**config.mk**
```make
export PLATFORM = sky130hd
export DESIGN_NAME = pipe_stage_reg_flat
export DESIGN_NICKNAME = d
export VERILOG_FILES = /design/src/rtl/pipe_pkg.sv /design/src/rtl/pipe_stage_reg_if.sv /design/src/rtl/pipe_slot.sv /design/src/rtl/pipe_stage_reg.sv /design/src/flat_wrapper.sv
export SDC_FILE = /design/constraint.sdc
export NUM_CORES = 1
export LEC_CHECK = 0
export ABC_AREA = 1
export BUFFER_PORTS_ARGS = -buffer_cell sky130_fd_sc_hd__buf_4
export CAP_MARGIN = 25
export CORE_ASPECT_RATIO = 2
export CORE_MARGIN = 1
export CORE_UTILIZATION = 50
export CTS_CLUSTER_SIZE = 14
export DETAILED_ROUTE_END_ITERATION = 8
export PLACE_DENSITY = 0.75
export SYNTH_ARGS = -nofsm -noshare
export SYNTH_HDL_FRONTEND = slang
export SYNTH_HIERARCHICAL = 1
export SYNTH_SLANG_ARGS = --single-unit
```
**constraint.sdc**
```tcl
create_clock -name clk -period 1.43 [get_ports clk]
set_input_delay 0.2145 -clock clk [delete_from_list [all_inputs] [get_ports clk]]
set_output_delay 0.2145 -clock clk [all_outputs]
set_load 0.1 [all_outputs]
```
**src/rtl/pipe_pkg.sv**
```systemverilog
// Shared types for the pipeline-boundary registers: stage FSM states and
// the control bundles carried across each boundary.
package pipe_pkg;

    typedef enum logic [1:0] {
        EMPTY = 2'd0,
        FULL  = 2'd1,
        SKID  = 2'd2
    } pipe_state_e;

    // ID/EX: everything decode produces for the back end
    typedef struct packed {
        logic       alu_src;
        logic [1:0] alu_op;
        logic       branch;
        logic       mem_read;
        logic       mem_write;
        logic       mem_to_reg;
        logic       reg_write;
    } id_ex_ctrl_t;

    // EX/MEM: ALU controls consumed, memory and writeback remain
    typedef struct packed {
        logic branch;
        logic mem_read;
        logic mem_write;
        logic mem_to_reg;
        logic reg_write;
    } ex_mem_ctrl_t;

    // MEM/WB: reg_write sits in bit 0
    typedef struct packed {
        logic mem_to_reg;
        logic reg_write;
    } mem_wb_ctrl_t;

    localparam int IF_ID_CTRL_W  = 1;
    localparam int ID_EX_CTRL_W  = $bits(id_ex_ctrl_t);
    localparam int EX_MEM_CTRL_W = $bits(ex_mem_ctrl_t);
    localparam int MEM_WB_CTRL_W = $bits(mem_wb_ctrl_t);

endpackage

```
**src/rtl/pipe_stage_reg_if.sv**
```systemverilog
// Valid/ready link between two pipeline stages. The producer uses the
// master modport, the consumer uses the slave modport.
interface pipe_stage_reg_if #(
    parameter int CTRL_W = 2,
    parameter int DATA_W = 64
);
    logic              valid;
    logic              ready;
    logic [CTRL_W-1:0] ctrl;
    logic [DATA_W-1:0] data;

    modport master (output valid, output ctrl, output data, input ready);
    modport slave  (input valid, input ctrl, input data, output ready);
endinterface

```
**src/rtl/pipe_slot.sv**
```systemverilog
// One storage slot: valid flag plus ctrl/data. Clear beats load; a clear
// keeps the data so the payload holds its last value while empty.
module pipe_slot #(
    parameter int CTRL_W = 2,
    parameter int DATA_W = 64
) (
    input  logic              clk,
    input  logic              reset,
    input  logic              clr,
    input  logic              ld,
    input  logic [CTRL_W-1:0] d_ctrl,
    input  logic [DATA_W-1:0] d_data,
    output logic              valid,
    output logic [CTRL_W-1:0] ctrl,
    output logic [DATA_W-1:0] data
);
    // slot register with priority reset > clear > load
    always_ff @(posedge clk) begin
        if (reset) begin
            valid <= 1'b0;
            ctrl  <= '0;
            data  <= '0;
        end else if (clr) begin
            valid <= 1'b0;
            ctrl  <= '0;
        end else if (ld) begin
            valid <= 1'b1;
            ctrl  <= d_ctrl;
            data  <= d_data;
        end
    end
endmodule

```
**src/rtl/pipe_stage_reg.sv**
```systemverilog
// Pipeline boundary register with valid/ready flow control, flush and an
// optional 2-entry skid buffer that keeps in_ready off the out_ready path.
module pipe_stage_reg #(
    parameter int CTRL_W = 2,
    parameter int DATA_W = 64,
    parameter int SKID   = 1
) (
    input  logic              clk,
    input  logic              reset,
    input  logic              flush,
    pipe_stage_reg_if.slave   up,
    pipe_stage_reg_if.master  dn,
    output logic [1:0]        occupancy
);
    import pipe_pkg::*;

    logic              main_v, main_ld, main_clr;
    logic [CTRL_W-1:0] main_ctrl, ld_ctrl;
    logic [DATA_W-1:0] main_data, ld_data;

    pipe_slot #(.CTRL_W(CTRL_W), .DATA_W(DATA_W)) u_main (
        .clk    (clk),
        .reset  (reset),
        .clr    (main_clr),
        .ld     (main_ld),
        .d_ctrl (ld_ctrl),
        .d_data (ld_data),
        .valid  (main_v),
        .ctrl   (main_ctrl),
        .data   (main_data)
    );

    // the main slot always drives the outputs; a bubble never carries control
    assign dn.valid = main_v;
    assign dn.ctrl  = main_v ? main_ctrl : '0;
    assign dn.data  = main_data;

    generate
        if (SKID != 0) begin : g_skid
            pipe_state_e       state_q, state_n;
            logic              rdy_q;
            logic              skid_v, skid_ld, skid_clr, from_skid;
            logic [CTRL_W-1:0] skid_ctrl;
            logic [DATA_W-1:0] skid_data;

            pipe_slot #(.CTRL_W(CTRL_W), .DATA_W(DATA_W)) u_skid (
                .clk    (clk),
                .reset  (reset),
                .clr    (skid_clr),
                .ld     (skid_ld),
                .d_ctrl (up.ctrl),
                .d_data (up.data),
                .valid  (skid_v),
                .ctrl   (skid_ctrl),
                .data   (skid_data)
            );

            // next state and slot controls; flush empties both slots
            always_comb begin
                state_n   = state_q;
                main_ld   = 1'b0;
                main_clr  = 1'b0;
                skid_ld   = 1'b0;
                skid_clr  = 1'b0;
                from_skid = 1'b0;
                if (flush) begin
                    state_n  = pipe_pkg::EMPTY;
                    main_clr = 1'b1;
                    skid_clr = 1'b1;
                end else begin
                    case (state_q)
                        pipe_pkg::EMPTY: begin
                            if (up.valid) begin
                                main_ld = 1'b1;
                                state_n = pipe_pkg::FULL;
                            end
                        end
                        pipe_pkg::FULL: begin
                            if (up.valid && dn.ready) begin
                                main_ld = 1'b1;
                            end else if (!up.valid && dn.ready) begin
                                main_clr = 1'b1;
                                state_n  = pipe_pkg::EMPTY;
                            end else if (up.valid && !dn.ready) begin
                                skid_ld = 1'b1;
                                state_n = pipe_pkg::SKID;
                            end
                        end
                        pipe_pkg::SKID: begin
                            if (dn.ready) begin
                                main_ld   = 1'b1;
                                from_skid = 1'b1;
                                skid_clr  = 1'b1;
                                state_n   = pipe_pkg::FULL;
                            end
                        end
                        default: state_n = pipe_pkg::EMPTY;
                    endcase
                end
            end

            // state and registered in_ready, derived from the next state
            always_ff @(posedge clk) begin
                if (reset) begin
                    state_q <= pipe_pkg::EMPTY;
                    rdy_q   <= 1'b1;
                end else begin
                    state_q <= state_n;
                    rdy_q   <= (state_n != pipe_pkg::SKID);
                end
            end

            assign ld_ctrl   = from_skid ? skid_ctrl : up.ctrl;
            assign ld_data   = from_skid ? skid_data : up.data;
            assign up.ready  = rdy_q;
            assign occupancy = {1'b0, main_v} + {1'b0, skid_v};
        end else begin : g_single
            logic xfer_in, xfer_out;

            assign up.ready  = !main_v || dn.ready;
            assign xfer_in   = up.valid && up.ready;
            assign xfer_out  = main_v && dn.ready;
            assign main_ld   = xfer_in && !flush;
            assign main_clr  = flush || (xfer_out && !xfer_in);
            assign ld_ctrl   = up.ctrl;
            assign ld_data   = up.data;
            assign occupancy = {1'b0, main_v};
        end
    endgenerate

endmodule

```
**src/flat_wrapper.sv**
```systemverilog
// flat-port wrapper written by rule: the top's interface ports become plain ports
module pipe_stage_reg_flat import pipe_pkg::*;
#(
    parameter int CTRL_W = 2,
    parameter int DATA_W = 64,
    parameter int SKID   = 1
)
  (clk, reset, flush, occupancy, up_valid, up_ctrl, up_data, up_ready, dn_valid, dn_ctrl, dn_data, dn_ready);
  pipe_stage_reg_if #(.CTRL_W(CTRL_W), .DATA_W(DATA_W)) up_i ();
  pipe_stage_reg_if #(.CTRL_W(CTRL_W), .DATA_W(DATA_W)) dn_i ();
  input  logic clk;
  input  logic reset;
  input  logic flush;
  output logic [1:0] occupancy;
  input wire logic [$bits(up_i.valid)-1:0] up_valid;
  input wire logic [$bits(up_i.ctrl)-1:0] up_ctrl;
  input wire logic [$bits(up_i.data)-1:0] up_data;
  output wire logic [$bits(up_i.ready)-1:0] up_ready;
  output wire logic [$bits(dn_i.valid)-1:0] dn_valid;
  output wire logic [$bits(dn_i.ctrl)-1:0] dn_ctrl;
  output wire logic [$bits(dn_i.data)-1:0] dn_data;
  input wire logic [$bits(dn_i.ready)-1:0] dn_ready;
  assign up_i.valid = up_valid;
  assign up_i.ctrl = up_ctrl;
  assign up_i.data = up_data;
  assign up_ready = up_i.ready;
  assign dn_valid = dn_i.valid;
  assign dn_ctrl = dn_i.ctrl;
  assign dn_data = dn_i.data;
  assign dn_i.ready = dn_ready;
  pipe_stage_reg #(.CTRL_W(CTRL_W), .DATA_W(DATA_W), .SKID(SKID)) u_core (.clk(clk), .reset(reset), .flush(flush), .up(up_i), .dn(dn_i), .occupancy(occupancy));
endmodule
```
==> impl_results.md <==
* Nets@finish at about 1300
* Highest ir drop seen on vdd at 0.7649 mV
* H-tree Lvls at 4
* Reg power frac at 0.372
* Global-route met1 utilization at 0.2565
* Switching Share at 0.3047
* Count leader, synth: nor2_1
* Seq/Total Area, Yosys at 0.3967
* Worst Skew at 0.008473 ns
* IO Count at 141
* Synth Cell Area at just under 7000 um2
* Status: complete, but fails checks
* Root Driver: clkbuf_16
* Fill cell count at 1026
* DR vias/cell at 5.136
* Port Buffers at 140
* Post-synth EDFFs at 0
* Largest net degree at the start of global routing at 42
* Crit end category: flip-flop
* P_int at roughly 7.5 mW
* Num Clock Sinks at around 140
* Fmax at 598.1 MHz
* Antenna violations before repair at 0
* Worst min-delay path category: in2reg
* All-layer global routing usage at 0.2606
* Drt initial violations at 516
* Routability cong. at 0.7966
* WS Path Type: reg2reg
* Fin crit period at 1.672 ns
* Failing checks: negative setup slack
* PnR worst setup slack at -0.2420 ns
* Cell variety after synth at 20
* Routed via count at 7309
* CTS tree: done
* DP HPWL at 11710 um
* Pwr Total at around 11 mW
* Leakage at between 4 and 5 nW
* WL final at 21770 um
* Synthesized net count at 1177
* RSZ-0062 raised after global routing: yes
* Die area at approximately 14000 um2
* DIE HEIGHT at 168.3 um
* FP Rows at 60
* Synth Flop Type: dfxtp_1
* Die width at 85.15 um
* Post-route setup TNS at -17.59 ns
* Slew HR at 0.7900
* Share of post-route cells with drive strength above 1 at 0.2784
* Actual slew at the worst max-slew pin at about 0.31 ns
* N_diodes at 0
* Gr ovfl total at 0
* Synth cell count leaders: nor2_1 (266), nand2_1 (212), inv_1 (204), dfxtp_1 (137), nand3_1 (132)
* Arrival time worst endpoint at 2.02 ns
* Pre-CTS WS at -0.1359 ns
* DR pass1 iterations at 5
* Finish-stage setup viols at between 100 and 150
* Max Slew Vio Count at 0
* Global route hottest layer: met2
* Starting Density at 0.5145
* Pwr dens at 1091 nW/um2
* Number of global-route vias before repair at 6383
* Met3 Track Usage GR at 0.03922
* Clk_lat worst skew at between 0.4 and 0.5 ns
* Area delta synth->final at 43.47%
* Maximum buffer depth of the clock tree at 2
* CTS Buf Count at 17
* Core Area at between 10000 and 15000 um2
* Hold Vio Cnt, Final at 0
* Number of synthesis warnings at 6
* Global-route wire length before repair at between 20000 and 30000 um
* Max cap viols at 0
* Startpoint Class: flip-flop
* Combinational share of power at 0.204
* Mean post-synth cell area at around 6.3 um2
* Yosys top cell area share at 0.3967
* Met2 usage at 0.4951
* Ys async rst share at 0
* Net Sw Power at between 3 and 4 mW
* Drt drc at 0
* Wire length per cell at 15.30 um
* Worst EP required at roughly 1.8 ns
* Post-synth top area cell: dfxtp_1
* Fin crit share at 1.169
* Power share of the clock group at 0.425
* Reg clk slew, reported paths at 0.06 ns
* Final ANT Viol Nets at 0
* Cells after synthesis at 1105
* Worst-path fanout max at 8
* Synth Register Bits at 137
* Main area contributors after synthesis: dfxtp_1 (40%), nor2_1 (14%), nand2_1 (12%)
==> worst max-delay path, stage by stage (launching register included) <==
cell,delay [ns]
dfxtp_2,0.35
inv_4,0.06
nor2_4,0.10
nand3_2,0.10
a31oi_4,0.23
inv_2,0.09
nor2_4,0.16
buf_12,0.18
clkbuf_16,0.19
nor2_1,0.05
nor2_1,0.09
==> flip-flops by register name, summed over array words and instances, names as in the netlist <==
register and count:
u_core/u_main/data 64, u_core/g_skid.u_skid/valid 1, u_core/u_main/ctrl 2, u_core/u_main/valid 1
u_core/up.ready 1, u_core/g_skid.u_skid/data 64, u_core/g_skid.u_skid/ctrl 2, u_core/g_skid.state_q 2
==> area by class of cell <==
class	instances	area, um2	share of cell area
clock buffer	19	454.2	0.04579
sequential	137	2751	0.2774
timing repair buffer	201	2195	0.2212
tap	155	193.9	0.01955
multi-input combinational	690	3369	0.3397
clock inverter	13	165.2	0.01665
inverter	208	790.8	0.07972
==> through the flow <==
step / util / hold WS, ns / cell area, um2 / instances
after floorplan: - / 0.2860 / 6942 / 1105
after global placement: 0.6131 / 0.4359 / 8239 / 1362
after detailed placement: 0.6131 / 0.4335 / 8239 / 1362
after CTS: 0.6852 / 0.05944 / 9208 / 1410
after global routing: 0.7382 / 0.06183 / 9920 / 1423
final: 0.7382 / 0.06923 / 9920 / 1423
==> metal layers <==
metal,vias up,share of wire
met5,-,0
met4,0,0.055
met3,74,0.049
met2,301,0.54
met1,3341,0.35
li1,3593,-
==> what timing repair did <==
action	CTS	global route
hold buffers	1	0
cloned	5	12
setup endpoints to repair	136	137
endpoints found under the hold margin	1	0
pin swaps	2	66
resized for setup	30	118
buffers inserted	10	3
==> kinds of logic after synthesis <==
group | after synthesis | synth area share
adder cells (fa/ha/maj) | 1 | 0.001809
AO/OA/AOI/OAI | 72 | 0.06135
AND/OR/NAND/NOR | 617 | 0.3650
buffers and inverters | 278 | 0.1752
flip-flops | 137 | 0.3967
==> power by group through the flow <==
stage / combinational, mW / clock, mW / sequential [mW]
after floorplan: 0.628 / 0 / 4.79
after global placement: 1.87 / 0 / 4.08
after detailed placement: 1.89 / 0 / 4.08
after CTS: 1.95 / 4.61 / 4.00
after global routing: 2.32 / 4.80 / 4.03
final: 2.20 / 4.60 / 4.02
==> cells in the final DEF, fill, tap and decap left out, types with 2 or more instances in the layout <==
cell / instances
a21oi_1: 3
buf_12: 30
buf_16: 4
buf_4: 146
buf_6: 6
buf_8: 4
bufinv_16: 3
clkbuf_16: 28
clkinv_2: 2
clkinv_4: 2
clkinvlp_4: 6
dfxtp_1: 134
dfxtp_4: 2
inv_1: 199
inv_2: 6
inv_6: 2
nand2_1: 207
nand2_2: 8
nand3_1: 100
nand3_2: 32
nor2_1: 220
nor2_2: 30
nor2_4: 18
o21ai_1: 50
o21ai_2: 16
==> path summary, 6_finish.rpt <==
check | start | to | slack, ns | cells after the start
min | up_ctrl[0] | u_core/g_skid.u_skid/ctrl[0]$_SDFFE_PP0P_ | 0.07 | 3
max | u_core/g_skid.state_q[0]$_SDFF_PP0_ | u_core/u_main/data[55]$_SDFFE_PP0P_ | -0.24 | 10
min reg2reg | u_core/g_skid.u_skid/ctrl[0]$_SDFFE_PP0P_ | u_core/g_skid.u_skid/ctrl[0]$_SDFFE_PP0P_ | 0.46 | 2
max reg2reg | u_core/g_skid.state_q[0]$_SDFF_PP0_ | u_core/u_main/data[55]$_SDFFE_PP0P_ | -0.24 | 10
No activity file was read; power rests on OpenSTA's default activity.
